[src/rtl/alu_ctrl_pkg.sv]
// Shared definitions for the ALU controller: command encodings, FSM state
// encodings and the m/s codes presented to the external team ALU.
// Optional feature macro: ALU_CTRL_MUL_EN (multi-cycle shift-free MUL).
package alu_ctrl_pkg;

  typedef enum logic [2:0] {
    OP_LDA = 3'b000,
    OP_LDB = 3'b001,
    OP_ADD = 3'b010,
    OP_SUB = 3'b011,
    OP_AND = 3'b100,
    OP_NOT = 3'b101,
    OP_MUL = 3'b110,
    OP_ILL = 3'b111
  } op_e;

  typedef enum logic [1:0] {
    ST_IDLE = 2'd0,
    ST_EXEC = 2'd1,
`ifdef ALU_CTRL_MUL_EN
    ST_MUL  = 2'd2,
`endif
    ST_DONE = 2'd3
  } state_e;

  // Mode bit and function select for one ALU operation.
  typedef struct packed {
    logic       m;
    logic [3:0] s;
  } alu_code_t;

  localparam alu_code_t ALU_NOP = '{m: 1'b0, s: 4'b0000};
  localparam alu_code_t ALU_LDA = '{m: 1'b0, s: 4'b1100};
  localparam alu_code_t ALU_LDB = '{m: 1'b1, s: 4'b1010};
  localparam alu_code_t ALU_ADD = '{m: 1'b1, s: 4'b1001};
  localparam alu_code_t ALU_SUB = '{m: 1'b1, s: 4'b0110};
  localparam alu_code_t ALU_AND = '{m: 1'b1, s: 4'b1011};
  localparam alu_code_t ALU_NOT = '{m: 1'b1, s: 4'b0101};

  // An op is legal when this build can execute it; MUL is only legal
  // when the multiplier is compiled in.
  function automatic logic op_legal(input op_e o);
`ifdef ALU_CTRL_MUL_EN
    return (o != OP_ILL);
`else
    return !((o == OP_MUL) || (o == OP_ILL));
`endif
  endfunction

endpackage

[src/rtl/alu_ctrl_if.sv]
// Bus between the controller and the external combinational team ALU.
// The controller (master) presents m/s/a/b; the ALU (slave) answers with
// t/cf/zf in the same cycle.
interface alu_ctrl_if;
  logic       alu_m;
  logic [3:0] alu_s;
  logic [7:0] alu_a;
  logic [7:0] alu_b;
  logic [7:0] alu_t;
  logic       alu_cf;
  logic       alu_zf;

  modport master (
    output alu_m, alu_s, alu_a, alu_b,
    input  alu_t, alu_cf, alu_zf
  );

  modport slave (
    input  alu_m, alu_s, alu_a, alu_b,
    output alu_t, alu_cf, alu_zf
  );
endinterface

[src/rtl/alu_ctrl_fsm.sv]
// Control FSM of the ALU controller: IDLE -> EXEC (or MUL) -> DONE -> IDLE.
// The current state is exported so the datapath and any checker can see it.
// With ALU_CTRL_MUL_EN the MUL state and its exit condition are present.
module alu_ctrl_fsm
  import alu_ctrl_pkg::*;
(
  input  logic   clk,
  input  logic   rst,
`ifdef ALU_CTRL_MUL_EN
  input  op_e    op,
  input  logic   mul_last,
`endif
  input  logic   start,
  output state_e state
);

  state_e state_q;
  state_e state_d;

  assign state = state_q;

  // State register with synchronous reset to IDLE.
  always_ff @(posedge clk) begin
    if (rst) begin
      state_q <= ST_IDLE;
    end else begin
      state_q <= state_d;
    end
  end

  // Next-state logic; start is only looked at while idle.
  always_comb begin
    state_d = state_q;
    case (state_q)
      ST_IDLE: begin
        if (start) begin
`ifdef ALU_CTRL_MUL_EN
          state_d = (op == OP_MUL) ? ST_MUL : ST_EXEC;
`else
          state_d = ST_EXEC;
`endif
        end
      end
      ST_EXEC: state_d = ST_DONE;
`ifdef ALU_CTRL_MUL_EN
      ST_MUL:  if (mul_last) state_d = ST_DONE;
`endif
      ST_DONE: state_d = ST_IDLE;
      default: state_d = ST_IDLE;
    endcase
  end

endmodule

[src/rtl/alu_ctrl.sv]
// ALU controller top: latches a command, sequences the external ALU and
// keeps the A/B registers and cf/zf flags.
// Optional feature macro: ALU_CTRL_MUL_EN adds repeated-addition MUL.
//
// Command handshake: start is sampled only while busy is low; the command
// (op, din) is captured on that edge. busy stays high until the command
// completes, and done (with err for an illegal op) pulses for exactly one
// cycle at completion. start while busy is dropped, never queued.
module alu_ctrl
  import alu_ctrl_pkg::*;
(
  input  logic              clk,
  input  logic              rst,
  input  logic              start,
  input  logic [2:0]        op,
  input  logic [7:0]        din,
  alu_ctrl_if.master        alu_bus,
  output logic [7:0]        acc,
  output logic [7:0]        breg,
  output logic              cf,
  output logic              zf,
  output logic              busy,
  output logic              done,
  output logic              err
);

  state_e    state;
  op_e       op_q;
  logic [7:0] din_q;
  logic [7:0] a_q;
  logic [7:0] b_q;
  logic       cf_q;
  logic       zf_q;
  alu_code_t  code;
  logic [7:0] a_drv;
  logic [7:0] b_drv;

`ifdef ALU_CTRL_MUL_EN
  logic [7:0] p_q;
  logic [7:0] cnt_q;
  logic       mul_last;

  assign mul_last = (cnt_q == 8'd0);
`endif

  alu_ctrl_fsm u_fsm (
    .clk      (clk),
    .rst      (rst),
`ifdef ALU_CTRL_MUL_EN
    .op       (op_e'(op)),
    .mul_last (mul_last),
`endif
    .start    (start),
    .state    (state)
  );

  // ALU drive: idle/done cycles and illegal ops present all-zero codes.
  always_comb begin
    code  = ALU_NOP;
    a_drv = 8'd0;
    b_drv = 8'd0;
    case (state)
      ST_EXEC: begin
        case (op_q)
          OP_LDA: begin code = ALU_LDA; a_drv = din_q; end
          OP_LDB: begin code = ALU_LDB; b_drv = din_q; end
          OP_ADD: begin code = ALU_ADD; a_drv = a_q; b_drv = b_q; end
          OP_SUB: begin code = ALU_SUB; a_drv = a_q; b_drv = b_q; end
          OP_AND: begin code = ALU_AND; a_drv = a_q; b_drv = b_q; end
          OP_NOT: begin code = ALU_NOT; b_drv = b_q; end
          default: ;
        endcase
      end
`ifdef ALU_CTRL_MUL_EN
      // One partial sum P + A per cycle while iterations remain.
      ST_MUL: begin
        if (!mul_last) begin
          code  = ALU_ADD;
          a_drv = p_q;
          b_drv = a_q;
        end
      end
`endif
      default: ;
    endcase
  end

  assign alu_bus.alu_m = code.m;
  assign alu_bus.alu_s = code.s;
  assign alu_bus.alu_a = a_drv;
  assign alu_bus.alu_b = b_drv;

  // Datapath registers: command capture, result write-back and MUL loop.
  always_ff @(posedge clk) begin
    if (rst) begin
      op_q  <= OP_LDA;
      din_q <= 8'd0;
      a_q   <= 8'd0;
      b_q   <= 8'd0;
      cf_q  <= 1'b0;
      zf_q  <= 1'b0;
`ifdef ALU_CTRL_MUL_EN
      p_q   <= 8'd0;
      cnt_q <= 8'd0;
`endif
    end else begin
      case (state)
        ST_IDLE: begin
          if (start) begin
            op_q  <= op_e'(op);
            din_q <= din;
`ifdef ALU_CTRL_MUL_EN
            // MUL starts from a clean accumulator and carry.
            if (op_e'(op) == OP_MUL) begin
              p_q   <= 8'd0;
              cnt_q <= b_q;
              cf_q  <= 1'b0;
            end
`endif
          end
        end
        ST_EXEC: begin
          if (op_legal(op_q)) begin
            cf_q <= alu_bus.alu_cf;
            zf_q <= alu_bus.alu_zf;
            if (op_q == OP_LDB) begin
              b_q <= alu_bus.alu_t;
            end else begin
              a_q <= alu_bus.alu_t;
            end
          end
        end
`ifdef ALU_CTRL_MUL_EN
        ST_MUL: begin
          if (!mul_last) begin
            p_q   <= alu_bus.alu_t;
            cf_q  <= cf_q | alu_bus.alu_cf;
            cnt_q <= cnt_q - 8'd1;
          end else begin
            a_q  <= p_q;
            zf_q <= (p_q == 8'd0);
          end
        end
`endif
        default: ;
      endcase
    end
  end

  assign acc  = a_q;
  assign breg = b_q;
  assign cf   = cf_q;
  assign zf   = zf_q;
  assign busy = (state != ST_IDLE);
  assign done = (state == ST_DONE);
  assign err  = (state == ST_DONE) && !op_legal(op_q);

endmodule

[src/flat_wrapper.sv]
// flat-port wrapper written by rule: the top's interface ports become plain ports
module alu_ctrl_flat import alu_ctrl_pkg::*;
  (clk, rst, start, op, din, acc, breg, cf, zf, busy, done, err, alu_bus_alu_m, alu_bus_alu_s, alu_bus_alu_a, alu_bus_alu_b, alu_bus_alu_t, alu_bus_alu_cf, alu_bus_alu_zf);
  alu_ctrl_if alu_bus_i ();
  input  logic clk;
  input  logic rst;
  input  logic start;
  input  logic [2:0] op;
  input  logic [7:0] din;
  output logic [7:0] acc;
  output logic [7:0] breg;
  output logic cf;
  output logic zf;
  output logic busy;
  output logic done;
  output logic err;
  output wire logic [$bits(alu_bus_i.alu_m)-1:0] alu_bus_alu_m;
  output wire logic [$bits(alu_bus_i.alu_s)-1:0] alu_bus_alu_s;
  output wire logic [$bits(alu_bus_i.alu_a)-1:0] alu_bus_alu_a;
  output wire logic [$bits(alu_bus_i.alu_b)-1:0] alu_bus_alu_b;
  input wire logic [$bits(alu_bus_i.alu_t)-1:0] alu_bus_alu_t;
  input wire logic [$bits(alu_bus_i.alu_cf)-1:0] alu_bus_alu_cf;
  input wire logic [$bits(alu_bus_i.alu_zf)-1:0] alu_bus_alu_zf;
  assign alu_bus_alu_m = alu_bus_i.alu_m;
  assign alu_bus_alu_s = alu_bus_i.alu_s;
  assign alu_bus_alu_a = alu_bus_i.alu_a;
  assign alu_bus_alu_b = alu_bus_i.alu_b;
  assign alu_bus_i.alu_t = alu_bus_alu_t;
  assign alu_bus_i.alu_cf = alu_bus_alu_cf;
  assign alu_bus_i.alu_zf = alu_bus_alu_zf;
  alu_ctrl u_core (.clk(clk), .rst(rst), .start(start), .op(op), .din(din), .alu_bus(alu_bus_i), .acc(acc), .breg(breg), .cf(cf), .zf(zf), .busy(busy), .done(done), .err(err));
endmodule
[config.mk]
export PLATFORM = sky130hd
export DESIGN_NAME = alu_ctrl_flat
export DESIGN_NICKNAME = d
export VERILOG_FILES = /design/src/rtl/alu_ctrl_pkg.sv /design/src/rtl/alu_ctrl_if.sv /design/src/rtl/alu_ctrl_fsm.sv /design/src/rtl/alu_ctrl.sv /design/src/flat_wrapper.sv
export SDC_FILE = /design/constraint.sdc
export NUM_CORES = 1
export LEC_CHECK = 0
export CAP_MARGIN = 30
export CORE_MARGIN = 3
export CORE_UTILIZATION = 42
export CTS_CLUSTER_SIZE = 40
export DETAILED_ROUTE_END_ITERATION = 10
export HOLD_SLACK_MARGIN = 0.08
export PLACE_DENSITY = 0.88
export RECOVER_POWER = 50
export SLEW_MARGIN = 5
export SYNTH_ARGS = -nofsm -noshare
export SYNTH_HDL_FRONTEND = slang
export SYNTH_SLANG_ARGS = --single-unit
[constraint.sdc]
create_clock -name clk -period 2 [get_ports clk]
set_input_delay 0.4 -clock clk [delete_from_list [all_inputs] [get_ports clk]]
set_output_delay 0.4 -clock clk [all_outputs]
set_load 0.05 [all_outputs]
; After elaboration in Yosys (flattened, before gate mapping)
; Index checks and enable logic that the tools add are counted.
[classes]
reduce_logical = 11
muxes = 8
n_eq_ne = 10
bitwise = 2
[ops]
columns = op, count
row1 = $pmux 8 s2, 2
row2 = $pmux 5 s6, 1
row3 = $mux 8, 2
row4 = $eq 3x3->1 const B, 4
row5 = $eq 3x2->1 const B, 2
row6 = $reduce_and 3->1, 2
row7 = $mux 5, 1
row8 = $pmux 2 s2, 1
row9 = $reduce_and 2->1, 2
row10 = $reduce_or 4->1, 1
row11 = $eq 3x1->1 const B, 1
row12 = $logic_not 3->1, 1
row13 = $reduce_or 3->1, 1
row14 = $eq 2x1->1 const B, 1
row15 = $eq 2x2->1 const B, 1
row16 = $logic_not 2->1, 1
row17 = $mux 2, 1
row18 = $ne 2x2->1 const B, 1
row19 = $not 1->1, 2
row20 = $reduce_bool 2->1, 1
row21 = $logic_and 1x1->1, 1
row22 = $logic_or 1x1->1, 1
[totals]
word_cells = 38
ff_bits = 31
input_bits = 24

; Depth between registers and ports, before layout
; Gate-level depths: netlist of run 1.
[logic_depth]
word_depth = 4
ltp_mapped = 5
mapped_depth_nobuf = 3

; Hierarchy
; Synthesis of run 1 repeated with hierarchy kept, for this count alone.
[unflattened]
cells_unflattened = 174
area_unflattened_um2 = 1621.6
[by_module_without_submodules]
columns = mod, instances, cells_each, area_per_inst_um2
row1 = alu_ctrl, 1, 169, 1555.2
row2 = alu_ctrl_fsm, 1, 5, 66.3

; Worst setup path after synthesis of run 1
; Ideal clock, no wire load.
[synth_path]
path_kind = reg-to-output
start = register u_core.op_q[0]
end = output alu_bus_alu_a[7]
required_ps = 1600
path_stages_with_launch = 5
path_buffers = 1
arrival_ps = 1727
slack_ps = -127
cell_sequence = dfxtp_1 buf_2 nor2_2 nand3_1 a31oi_1
[synth_between]
elab_chain_cells = 4
[synth_rtl]
columns = item, line_no
row1 = start: declaration, alu_ctrl.sv:28  ; op_e op_q;
row2 = start signal: assignment, alu_ctrl.sv:110  ; op_q <= op_e'(op);
row3 = $eq 3x2->1 or $eq 3x3->1 (tied branches), alu_ctrl.sv:64  ; case (op_q)
row4 = $reduce_or 3->1 (no line), n/a
row5 = $pmux 8 s2 *, alu_ctrl.sv:64
row6 = $mux 8 *, alu_ctrl.sv:62  ; case (state)
row7 = end: declaration, flat_wrapper.sv:19  ; output wire logic [$bits(alu_bus_i.alu_a)-1:0] alu_bus_alu_a;
; Every way passes the cells marked *; elsewhere a longest branch is shown, timed or not.

; Final worst setup path of run 1
[layout_path]
start = register u_core.u_fsm.state_q[1] (netlist: u_core.u_fsm.state[1])
end = output alu_bus_alu_b[2]
[layout_between]
elab_chain_cells = 2
[layout_rtl]
columns = item, line_no
row1 = start: declaration, alu_ctrl_fsm.sv:17  ; state_e state_q;
row2 = start signal: assignment, alu_ctrl_fsm.sv:27  ; state_q <= state_d;
row3 = $eq 2x1->1, alu_ctrl.sv:62
row4 = $mux 8, alu_ctrl.sv:62
row5 = end: declaration, flat_wrapper.sv:20  ; output wire logic [$bits(alu_bus_i.alu_b)-1:0] alu_bus_alu_b;
; No other way between the ends.

==> tab_implementation.tex, run 1 <==
\begin{tabular}{lr}
\hline
Metric & Value \\
\hline
\multicolumn{2}{l}{\textbf{Yosys}} \\
\quad Sequential fraction of the synthesis area & 0.388 \\
\quad Cell accounting for the most synthesized area & dfxtp\_1 \\
\quad Top FF cell, synth & dfxtp\_1 \\
\quad Top cells by count, synth & dfxtp\_1 (31), mux2i\_1 (27), nand2b\_1 (24), nor2\_1 (18), a21oi\_1 (11) \\
\quad Cell with the most instances after synthesis & dfxtp\_1 \\
\quad Top post-synthesis cells by area & dfxtp\_1 (39\%), mux2i\_1 (17\%), nand2b\_1 (9.4\%), a22o\_1 (4.4\%), nor2\_1 (4.2\%) \\
\quad Yosys warnings & 0 \\
\quad Number of cells produced by synthesis & around 180 \\
\quad Number of synthesized flops with an enable pin & 0 \\
\quad Flop and latch count out of synthesis & 31 \\
\quad Net count after synthesis & between 200 and 250 \\
\quad Mean post-synth cell area & $\sim$9.0 sq um \\
\quad Proportion of netlist area held by the largest area contributor & 0.388 \\
\quad Synthesized area & roughly 0.0016 sq mm \\
\quad Unique cell type count in the Yosys netlist & 29 \\
\quad Fraction of registers with async set/reset & 0 \\
\multicolumn{2}{l}{\textbf{Drt}} \\
\quad Drt initial violations & $\sim$70 \\
\quad Post-detailed-route via-to-cell ratio & 5.36 \\
\quad Detailed-route via count & between 1500 and 2000 \\
\quad Detail-routed net length per standard cell & between 15 and 20 um \\
\quad Total detailed-routing wirelength & approximately 4.7 mm \\
\quad Number of remaining DRC errors & 0 \\
\quad DRT antenna net count & 0 \\
\quad Number of iterations in the first detailed-routing pass & 5 \\
\multicolumn{2}{l}{\textbf{GRT}} \\
\quad Vias in the first global route & about 1500 \\
\quad First-pass GRT wire length & 7.56 mm \\
\quad Final global-route overflow total & 0 \\
\quad Global router's overall resource usage & 0.224 \\
\quad Maximum number of pins on one net before global-route repair & 33 \\
\quad Antenna violations before repair & 0 \\
\multicolumn{2}{l}{\textbf{Timing}} \\
\quad Tmin final & 1.95 ns \\
\quad Final Hold Vio Count & 0 \\
\quad Rel. slew slack & 0.599 \\
\quad Number of failing setup endpoints in the final timing report & 0 \\
\quad Final period utilization & 0.976 \\
\quad Count of pins over their slew limit & 0 \\
\quad Final-layout setup total negative slack & 0 ns \\
\quad Timing-limited maximum frequency & roughly 510 MHz \\
\quad Largest clock skew in the final design & about 0.0017 ns \\
\quad RSZ-0062 raised after global routing & false \\
\quad Transition at the pin with the smallest max-transition slack & roughly 0.6 ns \\
\multicolumn{2}{l}{\textbf{Die}} \\
\quad Die height & $\sim$68 um \\
\quad Core Footprint & 0.00349 sq mm \\
\quad DIE WIDTH & about 68 um \\
\quad Die ar. & between 0.004 and 0.005 sq mm \\
\quad Initial core utilization & 0.457 \\
\quad Number of rows created at floorplan & 21 \\
\quad Top-level port count & 66 \\
\multicolumn{2}{l}{\textbf{Clocking}} \\
\quad Worst-Skew Late Latency & $\sim$0.28 ns \\
\quad Number of clock sinks & 31 \\
\quad \# hold bufs at CTS & 0 \\
\quad CTS root buf & clkbuf\_8 \\
\quad Clock tree from TritonCTS & yes \\
\quad Clk slew on worst S/H paths & 0.06 ns \\
\quad Level count of the clock H-tree & 2 \\
\quad Number of CTS-inserted buffers & 5 \\
\quad Bufs on Longest Clock Path & 2 \\
\multicolumn{2}{l}{\textbf{Worst hold path}} \\
\quad Type of the most critical hold path & flop to flop \\
\multicolumn{2}{l}{\textbf{Critical path}} \\
\quad Delay contributed by the slowest stage of the critical path & about 0.36 ns \\
\quad Category of cells accounting for the largest share of critical-path delay & simple AND/OR/NAND/NOR gates \\
\quad CP Launch Type & flop \\
\quad Required @ worst endpoint & around 1.6 ns \\
\quad Critical Path End Type & output port \\
\quad Critical path cell sequence & and2b\_2, and3\_4, a22o\_1, buf\_12 \\
\quad Worst-path cell with the longest stage delay & dfxtp\_4 \\
\quad Count of buffering cells on the critical path with inverters included & 1 \\
\quad Crit Path Max Fanout & 8 \\
\quad Crit Path Class & flop to output port \\
\quad Reg-to-reg slack, setup & around 0.54 ns \\
\quad Data arrival time of the critical path & around 1.6 ns \\
\multicolumn{2}{l}{\textbf{Placement}} \\
\quad \# placed instances & approximately 290 \\
\quad \# port buffers & 65 \\
\quad Half-perimeter wire length of the detailed placement result & about 3.3 mm \\
\quad Final estimated routing congestion in global placement & between 0.7 and 0.8 \\
\multicolumn{2}{l}{\textbf{Finish}} \\
\quad Post-layout instance count excluding filler cells & 297 \\
\quad Sequential standard cell area & roughly 640 sq um \\
\quad Multi-input gate area in the final layout & slightly above 0.001 sq mm \\
\quad Fraction of layout instances using a drive strength above 1 & 0.263 \\
\quad Antenna cell count & 0 \\
\quad Fillers & roughly 230 \\
\quad Layout-stage area growth over the synthesis result & 71.2\% \\
\quad \# nets final & roughly 270 \\
\multicolumn{2}{l}{\textbf{Pwr}} \\
\quad Leakage power figure & about 1.0 nW \\
\quad Total power divided by cell area & approximately 600 mW/mm\^{}2 \\
\quad Max IR drop VDD & between 0.4 and 0.5 mV \\
\multicolumn{2}{l}{\textbf{Run status}} \\
\quad Run status & finished, final reports clean \\
\multicolumn{2}{l}{\textbf{Flow run}} \\
\quad Max-cap check violation count & 0 \\
\hline
\end{tabular}
[per-layer routing]
metal	vias to the layer above	global-route usage	wire, um
met2	71	0.365	2330
met3	13	0.0649	354
met5	-	0	0
li1	771	-	-
met1	736	0.283	1910
met4	0	0.0734	121
[where the power goes]
part	internal [W]	switching (W)
Sequential	0.000651	0.0000421
Combinational	0.000210	0.000259
Clock	0.000244	0.000224
Total	0.00110	0.000526
[worst reg2reg max path, cell delays in order (launching register included)]
cell	delay, ns
dfxtp_4	0.35
nor3b_1	0.24
clkbuf_1	0.41
mux2i_1	0.28
nor2_1	0.06
[logic make-up after synthesis]
kind of cell    count (synthesis)  synth area share
compound gates                 31             0.143
xor+xnor                        2            0.0110
buf+inv                        12            0.0352
flops                          31             0.388
mux                            27             0.169
simple gates                   74             0.254
[state kept, by name, indices dropped and copies added, names as in the netlist]
register / flops
u_core.breg: 8
u_core.cf: 1
u_core.zf: 1
u_core.u_fsm.state: 2
u_core.op_q: 3
u_core.din_q: 8
u_core.acc: 8
[what timing repair did]
action,CTS,global route
gates resized for setup,23,8
pin swaps,0,4
setup endpoints to repair,20,11
setup buffers,1,0
[worst paths after layout]
path,from,to,depth (start not counted)
min reg2reg,u_core.u_fsm.state[1]$_SDFFE_PP0P_,u_core.u_fsm.state[0]$_SDFFE_PP0P_,1
max,u_core.u_fsm.state[1]$_SDFFE_PP0P_,alu_bus_alu_b[2],4
max reg2reg,u_core.u_fsm.state[1]$_SDFFE_PP0P_,u_core.op_q[1]$_SDFFE_PP0P_,4
min,u_core.u_fsm.state[1]$_SDFFE_PP0P_,u_core.u_fsm.state[0]$_SDFFE_PP0P_,1
[placed cells by master, fill, tap and decap left out, types with 3 or more instances in the layout]
cell,netlist,routed
clkdlybuf4s50_1,0,39
mux2i_1,27,27
dfxtp_1,31,26
nand2b_1,24,24
buf_12,0,22
nor2_1,18,17
nand2_1,10,9
a21oi_2,0,9
clkbuf_1,6,7
buf_4,2,7
a32oi_1,7,6
a22o_1,8,6
nand3_1,5,5
clkbuf_8,0,5
dfxtp_4,0,4
nor2b_1,3,3
o21ai_0,3,3
and2_1,3,3
[metrics by stage]
stage          worst slack (ns)  power, W  hold slack (ns)  area (sq um)  utilization
3_5_place_dp            -0.0418   0.00116            0.472          2560        0.733
2_1_floorplan            -0.111  0.000961            0.466          1600            -
5_1_grt                 0.00300   0.00170            0.463          2740        0.783
6_report                 0.0472   0.00163            0.444          2740        0.783
4_1_cts                  0.0178   0.00164            0.465          2720        0.779
3_3_place_gp            -0.0138   0.00115            0.463          2560        0.733
[final cells by class]
type                            count  area share
Clock buffer                        7      0.0279
Sequential cell                    31       0.233
Timing Repair Buffer               77       0.343
Tap cell                           46      0.0210
Clock inverter                      1     0.00183
Multi-Input combinational cell    134       0.371
Inverter                            1     0.00183
Power figures use the tool's default switching activity.
==> run 2, diff against run 1 <==
--- a/config.mk
+++ b/config.mk
@@ -11,9 +11,10 @@
 export CTS_CLUSTER_SIZE = 40
 export DETAILED_ROUTE_END_ITERATION = 10
 export HOLD_SLACK_MARGIN = 0.08
+export MAX_ROUTING_LAYER = met4
 export PLACE_DENSITY = 0.88
 export RECOVER_POWER = 50
-export SLEW_MARGIN = 5
+export SLEW_MARGIN = 20
 export SYNTH_ARGS = -nofsm -noshare
 export SYNTH_HDL_FRONTEND = slang
 export SYNTH_SLANG_ARGS = --single-unit
==> run 2 against run 1 <==
Compared with the run above: non-clock buffer count unchanged; cell area increased by 0.14%; clock power about the same; highest routed layer unchanged; combinational power about the same.
==> tab_implementation.tex, run 2 (synthesized netlist as in run 1, its figures left out) <==
\begin{tabular}{lr}
\hline
Metric & Value \\
\hline
\multicolumn{2}{l}{\textbf{Finish}} \\
\quad Final Util & 0.784 (+0.00107) \\
\quad Post-route cell area & 0.00274 sq mm (+0.14\%) \\
\quad Most frequent standard cell in the layout excluding fill and tap cells & clkdlybuf4s50\_1 \\
\quad Antenna cell count & 0 (unchanged) \\
\quad Layout-stage area growth over the synthesis result & 71.4\% \\
\quad Most frequent cells in the layout & clkdlybuf4s50\_1 (39), mux2i\_1 (27), dfxtp\_1 (26), nand2b\_1 (24), buf\_12 (22) \\
\quad \# nets final & 274 (unchanged) \\
\quad Fraction of layout instances using a drive strength above 1 & 0.267 (+0.00398) \\
\multicolumn{2}{l}{\textbf{Worst hold path}} \\
\quad End point of the most critical hold path & u\_core.u\_fsm.state[0]\$\_SDFFE\_PP0P\_ \\
\quad Number of cells on the worst hold path & 1 (unchanged) \\
\quad Type of the most critical hold path & flop to flop \\
\quad Startpoint of the lowest-slack hold path & u\_core.u\_fsm.state[1]\$\_SDFFE\_PP0P\_ \\
\multicolumn{2}{l}{\textbf{Run status}} \\
\quad Run status & finished, final reports clean \\
\multicolumn{2}{l}{\textbf{Placement}} \\
\quad Instance area at placement & 0.00256 sq mm (unchanged) \\
\quad Post-Place Setup Slack & -0.0418 ns (unchanged) \\
\quad Final estimated routing congestion in global placement & 0.795 (+1.4\%) \\
\quad \# port buffers & 65 (unchanged) \\
\quad Half-perimeter wire length of the detailed placement result & 3.29 mm (unchanged) \\
\multicolumn{2}{l}{\textbf{Die}} \\
\quad Die ar. & 0.00458 sq mm (unchanged) \\
\quad DIE WIDTH & 67.7 um (unchanged) \\
\quad Die height & 67.7 um (unchanged) \\
\quad Initial core utilization & 0.457 (unchanged) \\
\quad Core Footprint & 0.00349 sq mm (unchanged) \\
\quad Number of rows created at floorplan & 21 (unchanged) \\
\quad Top-level port count & 66 (unchanged) \\
\multicolumn{2}{l}{\textbf{Pwr}} \\
\quad Share of total power consumed by net switching & 0.322 (about the same) \\
\quad Seq pwr share & 0.424 (about the same) \\
\quad Fraction of power consumed by combinational cells & 0.289 (about the same) \\
\quad Max IR drop VDD & 0.415 mV (+0.19\%) \\
\quad Total power divided by cell area & 596 mW/mm\^{}2 (about the same) \\
\quad Net switching power & 0.000527 W (+0.16\%) \\
\quad Leakage power figure & 1.04 nW (+0.36\%) \\
\quad Internal Dissipation & 0.00111 W (+0.18\%) \\
\quad Proportion of power drawn by the clock network & 0.287 (about the same) \\
\quad PnR Total Power & 0.00163 W (+0.17\%) \\
\multicolumn{2}{l}{\textbf{Clocking}} \\
\quad Clock tree from TritonCTS & yes \\
\quad CTS root buf & clkbuf\_8 \\
\quad Worst-Skew Late Latency & 0.28 ns (about the same) \\
\quad Bufs on Longest Clock Path & 2 (unchanged) \\
\quad Number of CTS-inserted buffers & 5 (unchanged) \\
\quad Level count of the clock H-tree & 2 (unchanged) \\
\quad Clk slew on worst S/H paths & 0.06 ns (about the same) \\
\quad Number of clock sinks & 31 (unchanged) \\
\multicolumn{2}{l}{\textbf{Critical path}} \\
\quad Crit Path Class & flop to output port \\
\quad CP Launch Type & flop \\
\quad Reg-to-reg slack, setup & 0.53 ns (about the same) \\
\quad Capture instance of the worst register-to-register path & u\_core.op\_q[1]\$\_SDFFE\_PP0P\_ \\
\quad Cells on worst reg2reg path & 4 (unchanged) \\
\quad Crit Path Max Fanout & 8 (unchanged) \\
\quad Critical Path End Type & output port \\
\quad Origin of the critical flop-to-flop path & u\_core.u\_fsm.state[1]\$\_SDFFE\_PP0P\_ \\
\quad Required @ worst endpoint & 1.60 ns (about the same) \\
\quad Data arrival time of the critical path & 1.55 ns (about the same) \\
\multicolumn{2}{l}{\textbf{GRT}} \\
\quad First-pass GRT wire length & 7.52 mm (-0.45\%) \\
\quad Antenna violations before repair & 0 (unchanged) \\
\quad Final global-route overflow total & 0 (unchanged) \\
\quad Maximum number of pins on one net before global-route repair & 33 (unchanged) \\
\quad Vias in the first global route & 1537 (+0.52\%) \\
\quad Global router's overall resource usage & 0.231 (+0.00675) \\
\multicolumn{2}{l}{\textbf{Drt}} \\
\quad Number of remaining DRC errors & 0 (unchanged) \\
\quad DRT antenna net count & 0 (unchanged) \\
\quad Number of iterations in the first detailed-routing pass & 4 (-1) \\
\quad Detailed-route via count & 1570 (-1.3\%) \\
\quad Detail-routed net length per standard cell & 15.8 um (-0.51\%) \\
\quad Post-detailed-route via-to-cell ratio & 5.29 (-1.3\%) \\
\quad Drt initial violations & 81 (+14\%) \\
\quad Total detailed-routing wirelength & 4.69 mm (-0.51\%) \\
\multicolumn{2}{l}{\textbf{Timing}} \\
\quad RSZ-0062 raised after global routing & false \\
\quad Transition at the pin with the smallest max-transition slack & 0.593 ns (-0.0113 ns) \\
\quad Final Hold Vio Count & 0 (unchanged) \\
\quad Count of pins over their slew limit & 0 (unchanged) \\
\quad Timing-limited maximum frequency & 512 MHz (about the same) \\
\quad Tmin final & 1.95 ns (+0.000246 ns) \\
\quad Number of failing setup endpoints in the final timing report & 0 (unchanged) \\
\quad Largest clock skew in the final design & 0.00206 ns (+0.000361 ns) \\
\quad Rel. slew slack & 0.606 (+0.00748) \\
\quad Worst Hold Slack & 0.445 ns (+0.000522 ns) \\
\quad Crit path setup slack, layout & 0.0469 ns (-0.000246 ns) \\
\quad Final period utilization & 0.977 (about the same) \\
\multicolumn{2}{l}{\textbf{Flow run}} \\
\quad Max-cap check violation count & 0 (unchanged) \\
\hline
\end{tabular}
==> run 2: cell count changes in the layout (fill, tap and decap cells not counted) <==
cell,previous run,this run
clkbuf_1,7,6
buf_4,7,8
==> run 2: worst max-delay path: stages, from the launching register on <==
cell     delay (ns)
dfxtp_4        0.36
and2b_2        0.25
and3_4         0.23
a22o_1         0.27
buf_12         0.15
==> run 2: per-layer routing <==
metal	track usage	vias to the layer above	wire, um
met5	-	-	0
met4	0.0734	0	101
met3	0.0566	10	266
met2	0.365	54	2320
met1	0.289	734	2000
li1	-	772	-
==> run 2: worst max-delay path by stage <==
stage | startpoint | end
final | u_core.u_fsm.state[1]$_SDFFE_PP0P_ | alu_bus_alu_b[2]
after global routing | u_core.op_q[2]$_SDFFE_PP0P_ | alu_bus_alu_a[5]
after CTS | u_core.u_fsm.state[1]$_SDFFE_PP0P_ | alu_bus_alu_b[5]
after detailed placement | u_core.op_q[1]$_SDFFE_PP0P_ | alu_bus_alu_b[5]
after global placement | u_core.op_q[1]$_SDFFE_PP0P_ | alu_bus_alu_b[5]
after floorplan | u_core.u_fsm.state[0]$_SDFFE_PP0P_ | alu_bus_alu_a[0]
==> run 2: per-stage QoR <==
stage	setup TNS, ns	instances
6_report	0	297
5_1_grt	0	297
4_1_cts	0	297
3_5_place_dp	-0.146	288
3_3_place_gp	-0.0348	288
2_1_floorplan	-0.898	177
==> run 2: what timing repair did <==
item | CTS | global route
gates cloned | 0 | 0
setup buffers | 1 | 0
hold buffers | 0 | 0
gates resized for setup | 23 | 8
pin swaps | 0 | 4
setup endpoints to repair | 20 | 11
==> run 2: layout make-up <==
cell class / instances / area (sq um)
clock buffer: 7 / 76.3
fill: 229 / 756
clock inverter: 1 / 5.00
inverter: 1 / 5.00
sequential: 31 / 637
timing repair buffer: 77 / 942
multi-input combinational: 134 / 1020
tap: 46 / 57.6
==> run 2: power by group through the flow <==
stage	sequential (W)	clock (W)	combinational, W
after floorplan	0.000744	0	0.000217
after global placement	0.000703	0	0.000446
after detailed placement	0.000705	0	0.000451
after CTS	0.000693	0.000478	0.000473
after global routing	0.000698	0.000510	0.000499
final	0.000693	0.000469	0.000472
